**src/rtl/ring_johnson_counter.sv**
```systemverilog
// rtl/ring_johnson_counter.sv - parametrised ring/Johnson counter with tc, wrap count and illegal flag
// Optional feature macro: RING_SELF_CORRECT_EN (illegal states snap to the mode seed on an enabled step)
module ring_johnson_counter #(
  parameter int WIDTH  = 4,
  parameter int WRAP_W = 8
) (
  input  logic              clk,
  input  logic              rst_n,
  input  logic              en,
  input  logic              mode,
  input  logic              dir,
  input  logic              load,
  input  logic [WIDTH-1:0]  load_val,
  output logic [WIDTH-1:0]  cnt_out,
  output logic              tc,
  output logic [WRAP_W-1:0] wrap_cnt,
  output logic              illegal
);

`ifdef RING_SELF_CORRECT_EN
  localparam bit SELF_CORRECT = 1'b1;
`else
  localparam bit SELF_CORRECT = 1'b0;
`endif

  logic             mode_q;
  logic             mode_change;
  logic [WIDTH-1:0] seed_cur;
  logic [WIDTH-1:0] seed_new;
  logic [WIDTH-1:0] nxt;
  logic             step_tc;
  logic             ring_ok;
  logic             john_ok;

  // Seeds, next-state shift and terminal-count detection for the registered mode
  always_comb begin
    mode_change = (mode != mode_q);
    seed_cur    = mode_q ? '0 : WIDTH'(1);
    seed_new    = mode   ? '0 : WIDTH'(1);
    nxt         = cnt_out;
    case ({mode_q, dir})
      2'b00:   nxt = {cnt_out[WIDTH-2:0], cnt_out[WIDTH-1]};
      2'b01:   nxt = {cnt_out[0], cnt_out[WIDTH-1:1]};
      2'b10:   nxt = {cnt_out[WIDTH-2:0], ~cnt_out[WIDTH-1]};
      default: nxt = {~cnt_out[0], cnt_out[WIDTH-1:1]};
    endcase
    step_tc = (nxt == seed_cur);
  end

  // Validity: ring wants one-hot; Johnson wants a run of ones anchored at either end
  always_comb begin
    ring_ok = (cnt_out != '0) && ((cnt_out & (cnt_out - WIDTH'(1))) == '0);
    john_ok = ((cnt_out & (cnt_out + WIDTH'(1))) == '0) ||
              ((~cnt_out & (~cnt_out + WIDTH'(1))) == '0);
    illegal = mode_q ? ~john_ok : ~ring_ok;
  end

  // State update: load beats mode resync beats stepping; tc only ever set by a step
  always_ff @(posedge clk or negedge rst_n) begin
    if (!rst_n) begin
      cnt_out  <= WIDTH'(1);
      tc       <= 1'b0;
      wrap_cnt <= '0;
      mode_q   <= 1'b0;
    end else begin
      mode_q <= mode;
      if (load) begin
        cnt_out  <= load_val;
        tc       <= 1'b0;
        wrap_cnt <= '0;
      end else if (mode_change) begin
        cnt_out  <= seed_new;
        tc       <= 1'b0;
        wrap_cnt <= '0;
      end else if (en) begin
        if (SELF_CORRECT && illegal) begin
          cnt_out <= seed_cur;
          tc      <= 1'b0;
        end else begin
          cnt_out <= nxt;
          tc      <= step_tc;
          if (step_tc && (wrap_cnt != '1)) begin
            wrap_cnt <= wrap_cnt + WRAP_W'(1);
          end
        end
      end else begin
        tc <= 1'b0;
      end
    end
  end

endmodule

```
**config.mk**
```make
export PLATFORM = sky130hd
export DESIGN_NAME = ring_johnson_counter
export DESIGN_NICKNAME = d
export VERILOG_FILES = /design/src/rtl/ring_johnson_counter.sv
export SDC_FILE = /design/constraint.sdc
export NUM_CORES = 1
export LEC_CHECK = 0
export ABC_AREA = 1
export BUFFER_PORTS_ARGS = -buffer_cell sky130_fd_sc_hd__buf_2
export CORE_AREA = 2 2 48 50
export CTS_CLUSTER_SIZE = 20
export DETAILED_ROUTE_END_ITERATION = 16
export DIE_AREA = 0 0 50 52
export GPL_ROUTABILITY_DRIVEN = 0
export GPL_TIMING_DRIVEN = 0
export PLACE_DENSITY = 0.75
export SYNTH_ARGS = -nofsm -noshare
export SYNTH_HDL_FRONTEND = slang
export SYNTH_SLANG_ARGS = --single-unit
```
**constraint.sdc**
```tcl
create_clock -name clk -period 2.1 [get_ports clk]
set_input_delay 0 -clock clk [delete_from_list [all_inputs] [get_ports clk]]
set_output_delay 0 -clock clk [all_outputs]
set_load 0.02 [all_outputs]
```
==> impl_metrics.py <==
metrics = {
    "clock_network": {
        "numCtsBuffers": 3,
        "cts.htree.levels": 1,
        "clk_latency_ps": 290,
        "cts_hold_buf": 3,
        "cts_buffer_depth": 2,
        "clk_pin_slew_ps": 80,
        "cts_setup_buffers": 0,
        "cts_resized": 0,
        "cts_sinks": 14,
        "cts_tree": "done",
        "root_buffer": "clkbuf_4",
    },
    "global_route": {
        "grt_max_degree": 15,
        "busiest_layer": "met2",
        "met3_usage": 0.01724,
        "use_met1": 0.2591,
        "gr-usage-met2": 0.3947,
        "track_usage": 0.2169,
        "grt_pass1_wl_mm": 4.264,
        "grt_pass1_vias": 1007,
        "grt_overflow": 0,
        "antenna_found_initial": 0,
    },
    "final_layout": {
        "fin_util": 0.5894,
        "area_delta_synth_final_pct": 20.53,
        "nNetsFinal": 193,
        "fin_cells": 208,
        "n_fill_cell": 215,
        "final_layout_size_suffix_gt1_frac": 0.2167,
        "antenna_cells": 0,
    },
    "pwr": {
        "p_leak_nw": 0.6878,
        "p_sw_frac": 0.3472,
        "ir_drop_v": 0.0003986,
        "power.density_mw_per_mm2": 568.1,
        "clock_power_share": 0.281,
        "p_int_mw": 0.4603,
        "p_seq_frac": 0.441,
        "p_sw_mw": 0.2448,
        "p_comb_frac": 0.278,
    },
    "yosys": {
        "syn_area_mm2": 0.001030,
        "synth_cells": 151,
        "ys_types": 26,
        "syn_nets": 163,
        "ys_seq_area_frac": 0.3414,
        "synth-seq-cells": 14,
        "synth_warnings": 0,
        "avgSynthCellArea_um2": 6.819,
    },
    "routing": {
        "drtPass1Iterations": 4,
        "drtAntennaViolNets": 0,
        "drcViolationCount": 0,
        "wl_per_cell_um": 12.09,
        "viasPerCell": 5.255,
        "first_iter_violations": 35,
        "wl_mm": 2.515,
        "via_count": 1093,
    },
    "floorplanning": {
        "start_util": 0.4890,
        "die_x_um": 50,
        "ios": 24,
        "row_count": 17,
        "coreArea_mm2": 0.002106,
        "die-area_mm2": 0.002600,
        "die_h_um": 52,
    },
    "timing": {
        "hold_violations": 0,
        "rsz0062_at_grt": "false",
        "whs_ps": 16.51,
        "period_needed_ps": 1710,
        "fin_crit_sh": 0.8145,
        "fmax_mhz": 584.6,
        "fin_skew_ps": 0.7475,
        "slew_headroom": 0.7673,
        "maxSlewViolCount": 0,
        "setup_viol": 0,
        "finalSetupTns_ps": 0,
        "tightest_slew_ps": 347.7,
    },
    "setup_path": {
        "critPathSlowestCell": "dfrtp_1",
        "cp-end-kind": "register",
        "crit_type": "reg2reg",
        "ff2ff_path_depth": 6,
        "path_common_cell": "nand2_1",
        "crit_chain": "ha_1 > nand2_1 > inv_1 > clkbuf_8 > nand2_1 > a22oi_1",
        "crit_path_max_incr_delay_ps": 460,
        "worst_ep_arrival_time_ps": 1910,
        "crit_path_start_kind": "register",
        "timing.rr.start": "mode_q$_DFF_PN0_",
        "rrSetupSlack_ps": 390,
        "critical_path_peak_fanout": 10,
        "rr_endpoint": "cnt_out[1]$_DFFE_PN0P_",
        "cp.required_ps": 2300,
    },
    "placed_design": {
        "numPlacedInstances": 201,
        "hpwl_mm": 1.926,
        "numPortBuffers": 22,
    },
    "min_path": {
        "hold_depth": 4,
        "hold_class": "in2reg",
        "min-delay-start": "load",
        "hold_path_end": "wrap_cnt[3]$_DFFE_PN0P_",
    },
    "flow_run": {
        "cap_viol_max_count": 0,
    },
    "run_status": {
        "status": "completed",
    },
}
metal layers:
layer / share of wire / vias up
met2: 0.50 / 27
met5: 0 / -
li1: - / 547
met3: 0.031 / 5
met1: 0.45 / 514
met4: 0.017 / 0
layout make-up:
cell class / instances / area (µm²) / share of cell area
Multi-Input combinational cell: 111 / 559.3 / 0.4506
Sequential cell: 14 / 351.6 / 0.2833
Timing Repair Buffer: 25 / 140.1 / 0.1129
Inverter: 23 / 88.84 / 0.07157
Clock buffer: 4 / 36.28 / 0.02923
Tap cell: 28 / 35.03 / 0.02823
Buffer: 3 / 30.03 / 0.02419
cells in the final DEF (no fill, tap or decap):
master	instances
nand2_2	1
o211ai_1	1
buf_6	1
a22oi_1	3
inv_4	1
ha_1	2
nor2_4	2
buf_2	23
nand3_1	18
o21ai_0	8
nand3_2	1
inv_1	22
nand2_4	2
dlygate4sd3_1	3
nor3_1	3
o22ai_1	1
nor2_1	9
clkbuf_8	2
nand4_1	1
a21oi_1	4
dfstp_2	1
clkbuf_4	3
nand2_1	49
o21ai_1	1
dfrtp_1	13
nor2_2	1
nand3_4	1
nor4_1	3
critical path: cells and delay by family, from the launching register on:
family | cells | cell delay, ps
and+or+nand+nor | 2 | 220
AOI/OAI and AO/OA | 1 | 170
DFF | 1 | 460
buffers and inverters | 2 | 360
adders and majority gates | 1 | 410
state kept, by name (all words and copies together) (netlist names):
register,cells
mode_q,1
cnt_out,4
wrap_cnt,8
tc,1
how the worst max path moves through the flow:
stage	startpoint	end	slack, ps
4_1_cts	mode_q$_DFF_PN0_	cnt_out[1]$_DFFE_PN0P_	370
3_5_place_dp	mode_q$_DFF_PN0_	cnt_out[1]$_DFFE_PN0P_	390
5_1_grt	cnt_out[1]$_DFFE_PN0P_	illegal	230
3_3_place_gp	mode_q$_DFF_PN0_	cnt_out[1]$_DFFE_PN0P_	460
2_1_floorplan	wrap_cnt[0]$_DFFE_PN0P_	wrap_cnt[0]$_DFFE_PN0P_	660
6_report	mode_q$_DFF_PN0_	cnt_out[1]$_DFFE_PN0P_	390
synth_stat cells:
cell / n / area, µm²
a22oi_1: 3 / 22.52
dfrtp_1: 13 / 325.3
nand2_2: 1 / 6.260
ha_1: 2 / 25.02
inv_4: 1 / 6.260
nor3_1: 3 / 15.01
nor2_1: 9 / 33.78
inv_1: 22 / 82.58
nand3_1: 18 / 90.09
dfstp_2: 1 / 26.28
buf_6: 1 / 11.26
nor4_1: 3 / 18.77
nand2_1: 49 / 183.9
o22ai_1: 1 / 6.260
buf_2: 1 / 5.000
nor2_4: 2 / 22.52
nand3_4: 1 / 17.52
clkbuf_8: 1 / 13.76
o21ai_0: 8 / 40.04
nand3_2: 1 / 10.01
a21oi_1: 4 / 20.02
nor2_2: 1 / 6.260
o211ai_1: 1 / 7.510
o21ai_1: 1 / 5.000
nand2_4: 2 / 22.52
nand4_1: 1 / 6.260
metrics by stage:
stage | total power [mW] | area, µm² | worst slack [ps]
2_1_floorplan | 0.4443 | 1030 | 663.5
3_3_place_gp | 0.5000 | 1175 | 456.3
3_5_place_dp | 0.5081 | 1175 | 391.8
4_1_cts | 0.7114 | 1241 | 370.0
5_1_grt | 0.7458 | 1241 | 229.9
6_report | 0.7052 | 1241 | 389.5
power groups by stage:
stage               logic, mW  clock network (mW)  registers, mW
floorplan               0.116                   0          0.328
global placement        0.186                   0          0.314
detailed placement      0.192                   0          0.316
CTS                     0.197               0.204          0.310
global route            0.219               0.214          0.313
finish                  0.196               0.198          0.311
logic make-up after synthesis:
kind of cell / synth area share
simple gates: 0.4204
flops: 0.3414
compound gates: 0.09842
buf+inv: 0.1154
fa+ha+maj: 0.02430
Power figures use the tool's default switching activity.
